File: config.mk
export PLATFORM = sky130hd
export DESIGN_NAME = pla_ibm_pair_packer
export DESIGN_NICKNAME = d
export VERILOG_FILES = /design/src/rtl/pla_ibm_pkg.sv /design/src/rtl/pla_ibm_pair_packer.sv
export SDC_FILE = /design/constraint.sdc
export NUM_CORES = 1
export LEC_CHECK = 0
export CORE_ASPECT_RATIO = 1.4
export CORE_UTILIZATION = 43
export CTS_CLUSTER_DIAMETER = 50
export DETAILED_ROUTE_END_ITERATION = 7
export PLACE_DENSITY = 0.75
export REMOVE_ABC_BUFFERS = 1
export SYNTH_ARGS = -nofsm -noshare
export SYNTH_HDL_FRONTEND = slang
export SYNTH_SLANG_ARGS = --single-unit
File: constraint.sdc
create_clock -name clk -period 2.21 [get_ports clk]
set_input_delay 0.3315 -clock clk [delete_from_list [all_inputs] [get_ports clk]]
set_output_delay 0.3315 -clock clk [all_outputs]
set_load 0.02 [all_outputs]
File: src/rtl/pla_ibm_pkg.sv
// Shared constants, FSM state type and lane interleave helper for the
// PLA IBM select-lane pair packer.
package pla_ibm_pkg;

  localparam int PLA_IBM_LANES  = 15;
  localparam int PLA_IBM_PAIR_W = 30;

  typedef enum logic [1:0] {
    ST_EMPTY   = 2'd0,
    ST_HAVE_LO = 2'd1,
    ST_HAVE_HI = 2'd2,
    ST_FULL    = 2'd3
  } state_t;

  // Lane k lands on bit 2k (low half) and bit 2k+1 (high half).
  function automatic logic [PLA_IBM_PAIR_W-1:0] pla_ibm_interleave(
    input logic [PLA_IBM_LANES-1:0] lo,
    input logic [PLA_IBM_LANES-1:0] hi
  );
    logic [PLA_IBM_PAIR_W-1:0] p;
    p = '0;
    for (int k = 0; k < PLA_IBM_LANES; k++) begin
      p[2*k]   = lo[k];
      p[2*k+1] = hi[k];
    end
    return p;
  endfunction

endpackage

File: src/rtl/pla_ibm_pair_packer.sv
// Packs a low and a high 15-lane half-word into one interleaved 30-bit pair.
// Optional parity on the output pair is enabled by PLA_IBM_PACK_PARITY_EN.
module pla_ibm_pair_packer
  import pla_ibm_pkg::*;
(
  input  logic        clk,
  input  logic        rst_n,
  input  logic        in_valid,
  output logic        in_ready,
  input  logic [14:0] in_data,
  input  logic        in_hi,
  output logic        out_valid,
  input  logic        out_ready,
  output logic [29:0] out_pair,
  output logic        out_par,
  output logic        dup_err,
  input  logic        clr_err,
  output logic [7:0]  pair_cnt,
  output logic [1:0]  dbg_state
);

  // Handshakes: a transfer happens on a rising edge where valid & ready are
  // both high; valid never depends on ready, and out_pair is held while
  // out_valid is high and out_ready is low.
  state_t                   state_q, state_d;
  logic [PLA_IBM_LANES-1:0] lo_q, lo_d, hi_q, hi_d;
  logic                     dup_err_q, dup_err_d;
  logic [7:0]               pair_cnt_q, pair_cnt_d;
  logic                     in_hs, out_hs, dup_set;

  assign out_valid = (state_q == ST_FULL);
  assign in_ready  = (state_q != ST_FULL) | out_ready;
  assign in_hs     = in_valid & in_ready;
  assign out_hs    = out_valid & out_ready;

  always_comb begin
    state_d = state_q;
    lo_d    = lo_q;
    hi_d    = hi_q;
    dup_set = 1'b0;
    case (state_q)
      ST_EMPTY: begin
        if (in_hs) begin
          if (in_hi) begin
            hi_d    = in_data;
            state_d = ST_HAVE_HI;
          end else begin
            lo_d    = in_data;
            state_d = ST_HAVE_LO;
          end
        end
      end
      ST_HAVE_LO: begin
        if (in_hs) begin
          if (in_hi) begin
            hi_d    = in_data;
            state_d = ST_FULL;
          end else begin
            lo_d    = in_data;
            dup_set = 1'b1;
          end
        end
      end
      ST_HAVE_HI: begin
        if (in_hs) begin
          if (!in_hi) begin
            lo_d    = in_data;
            state_d = ST_FULL;
          end else begin
            hi_d    = in_data;
            dup_set = 1'b1;
          end
        end
      end
      ST_FULL: begin
        // A new half can only arrive here alongside a drain.
        if (out_hs) begin
          if (in_hs) begin
            if (in_hi) begin
              hi_d    = in_data;
              lo_d    = '0;
              state_d = ST_HAVE_HI;
            end else begin
              lo_d    = in_data;
              hi_d    = '0;
              state_d = ST_HAVE_LO;
            end
          end else begin
            lo_d    = '0;
            hi_d    = '0;
            state_d = ST_EMPTY;
          end
        end
      end
      default: state_d = ST_EMPTY;
    endcase
    dup_err_d  = clr_err ? 1'b0 : (dup_err_q | dup_set);
    pair_cnt_d = pair_cnt_q + {7'd0, out_hs};
  end

  always_ff @(posedge clk or negedge rst_n) begin
    if (!rst_n) begin
      state_q    <= ST_EMPTY;
      lo_q       <= '0;
      hi_q       <= '0;
      dup_err_q  <= 1'b0;
      pair_cnt_q <= '0;
    end else begin
      state_q    <= state_d;
      lo_q       <= lo_d;
      hi_q       <= hi_d;
      dup_err_q  <= dup_err_d;
      pair_cnt_q <= pair_cnt_d;
    end
  end

`ifdef PLA_IBM_PACK_PARITY_EN
  logic par_q, par_d;

  assign par_d = ^{hi_d, lo_d};

  always_ff @(posedge clk or negedge rst_n) begin
    if (!rst_n) par_q <= 1'b0;
    else        par_q <= par_d;
  end

  assign out_par = par_q;
`else
  assign out_par = 1'b0;
`endif

  assign out_pair  = pla_ibm_interleave(lo_q, hi_q);
  assign dup_err   = dup_err_q;
  assign pair_cnt  = pair_cnt_q;
  assign dbg_state = state_q;

endmodule
==> key figures <==
Global routing
  • First-pass GRT wire length: ~6500 um
  • Global-route usage over all layers: 0.198
  • Initial antenna violation count: 0
  • Layer with the highest usage: met2
  • M3 GR Usage: 0.0489
  • GRT met1 Usage: 0.223
  • GR Overflow Total: 0
  • Pin count of the biggest net entering global routing: 42
  • Vias in the first global route: 1,319
  • GR met2 Demand/Resource: 0.348

CTS
  • CTS max path bufs: 2
  • CTS tree: yes
  • Postcts setup bufs: 0
  • Clk_lat worst skew: approximately 0.3 ns
  • Clock sink total: roughly 40
  • H-tree depth: 2
  • Num CTS Buffers: 5
  • Clock slew at reported path FFs: approximately 0.080 ns
  • Root Buffer: clkbuf_8
  • PostCTS Resize Cnt: 1
  • Post-CTS Hold Buffers: 0

Finish
  • # nets final: 218
  • Area delta synth->final: 42.8%
  • Share of cells above drive strength 1: 0.121
  • Ant diodes: 0

Setup path
  • Family with the most delay on the worst path: buffers and inverters
  • Worst Setup Start Kind: flop
  • Setup CP Type: flop to primary output
  • Max incr delay on CP: roughly 0.63 ns
  • CP endpoint kind: primary output
  • WP buf/inv: 1
  • Worst EP arrival: ~1.7 ns
  • R2r setup slk: 0.29 ns
  • Crit Path Max Fanout: 6
  • CP cell instances: ha_1 -> clkdlybuf4s50_1
  • Data required, critical path: between 1.5 and 2 ns
  • Slowest stage cell on the critical path: clkdlybuf4s50_1

Yosys
  • Post-synthesis cell area: 1710 um^2
  • Async set-or-reset flop fraction in the synthesized netlist: 1.00
  • Post-Syn Instances: 124
  • Prevailing post-synth register cell: dfrtp_1
  • Mean Syn Cell Area: 13.8 um^2
  • Synth cell types: 29
  • Post-synth EDFFs: 0
  • Flop and latch count out of synthesis: 41
  • Register area share after synthesis: 0.599
  • Synth warn: 0

Routing
  • Vias: approximately 1,300
  • WL final: 4000 um
  • DRC Markers: 0
  • Drt wl/cell: around 17 um
  • Drt via density: roughly 5.5
  • Pre-antenna DRT Iters: 4
  • Drt initial violations: 48
  • Antenna Violating Nets Remaining: 0

Floorplan
  • Initial Util: 0.458
  • Core Rows: 26
  • Core area: ~3700 um^2
  • I/O pin count: 65
  • Die width: ~55 um
  • Die Area: 4250 um^2
  • Die Span Y: 76.7 um

STA
  • Period utilisation layout: 0.900
  • Min Tclk post-route: between 1.5 and 2 ns
  • Fmax: roughly 0.50 GHz
  • RSZ-0062 raised after global routing: no
  • Fin. Hold Viols: 0
  • Final Skew: 0.00899 ns
  • Final setup fails: 0
  • Max-slew violations: 0
  • Least-Margin Pin Slew: about 1.1 ns
  • Slew headroom: 0.295
  • Setup TNS: 0 ns
  • Worst Slack Setup Final: between 0.2 and 0.25 ns

Outcome
  • Outcome: completed

Place
  • DP Wirelength: 2900 um
  • IO buf count: 63
  • Worst slack at placement: around 0.12 ns
  • Gpl congestion: approximately 0.8

Hold path
  • Hold crit path type: primary input to asynchronous set/reset pin

Flow run
  • Max Cap Viol: 0

Pwr
  • Leak: about 1.1 nW
  • PwrDens: 1580 nW/um^2
  • Peak supply drop: between 900 and 1000 uV
## per-stage QoR
stage	hold WS, ns	instances	instance area (um^2)	power [mW]	util
floorplan	0.0359	117	1660	2.40	-
global placement	0.460	224	2350	3.29	0.629
detailed placement	0.489	224	2350	3.37	0.629
CTS	0.178	232	2450	3.89	0.654
global route	0.214	232	2450	4.06	0.654
finish	0.156	232	2450	3.86	0.654
## path summary, 6_finish.rpt
| path | endpoint | cells after the start | from |
|---|---|---|---|
| worst max-delay path | out_valid | 2 | dbg_state[0] |
| worst min-delay path | lo_q[4] | 1 | rst_n |
| worst max register to register | lo_q[4] | 3 | dbg_state[0] |
| worst min register to register | pair_cnt[7] | 1 | pair_cnt[7] |
| max in group asynchronous | dbg_state[0] | 1 | rst_n |
| min in group clk | pair_cnt[7] | 1 | pair_cnt[7] |
## per-layer routing
layer / share of wire / vias to the layer above
met5: 0 / -
met4: 0.023 / 0
met3: 0.054 / 9
met2: 0.53 / 47
met1: 0.39 / 642
li1: - / 583
## worst reg2reg max path: stages, from the launching register on
cell and delay (ns):
dfrtp_1 0.46, ha_1 0.28, o21ai_1 0.83, a22o_1 0.29
## layout make-up
class / instances / area (um^2)
multi-input cells: 72 / 618
clock inverters: 2 / 13.8
well taps: 42 / 52.6
flip-flops and latches: 41 / 1030
clock buffers: 6 / 82.6
inverters: 4 / 15.0
fillers: 319 / 1290
repair buffers: 65 / 639
## cells in the mapped netlist (3+ instances only)
cell / number / area (um^2)
dfrtp_1: 41 / 1030
a22o_1: 25 / 219
ha_1: 8 / 100
a22o_2: 6 / 60.1
xnor2_1: 5 / 43.8
inv_1: 4 / 15.0
buf_4: 3 / 22.5
nand2_1: 3 / 11.3
## cells by family (layout without fill, tap and decap cells)
group	after synthesis	after routing	share of synthesized area
DFF	41	41	0.599
AOI/OAI and AO/OA	40	40	0.202
and+or+nand+nor	14	14	0.0489
buffers and inverters	11	77	0.0409
adders and majority gates	8	8	0.0584
xor gates and xnor gates	7	7	0.0358
muxes	2	2	0.0131
other	1	1	0.00219
## flip-flops by register name, indices dropped and copies added (netlist names)
signal,flops
pair_cnt,8
lo_q,15
dbg_state,2
hi_q,15
dup_err,1
## report_power, final
part	leakage, nW	switching [mW]	total, mW	internal (mW)
registers	0.512	0.247	1.33	1.09
logic	0.551	0.998	2.01	1.01
clock network	0.0512	0.260	0.513	0.253
total	1.11	1.51	3.86	2.35
## layout by cell type, fill, tap and decap left out, types with 2 or more instances in the layout
cell / instances
clkdlybuf4s50_1: 61
dfrtp_1: 41
a22o_1: 25
ha_1: 8
a22o_2: 6
clkbuf_8: 6
xnor2_1: 5
inv_1: 4
nand2_1: 3
nand3_1: 2
xor2_1: 2
nand2b_1: 2
nor2_1: 2
o21ai_0: 2
mux2_2: 2
buf_4: 2
Note: power is estimated with default switching activity, not from simulation.
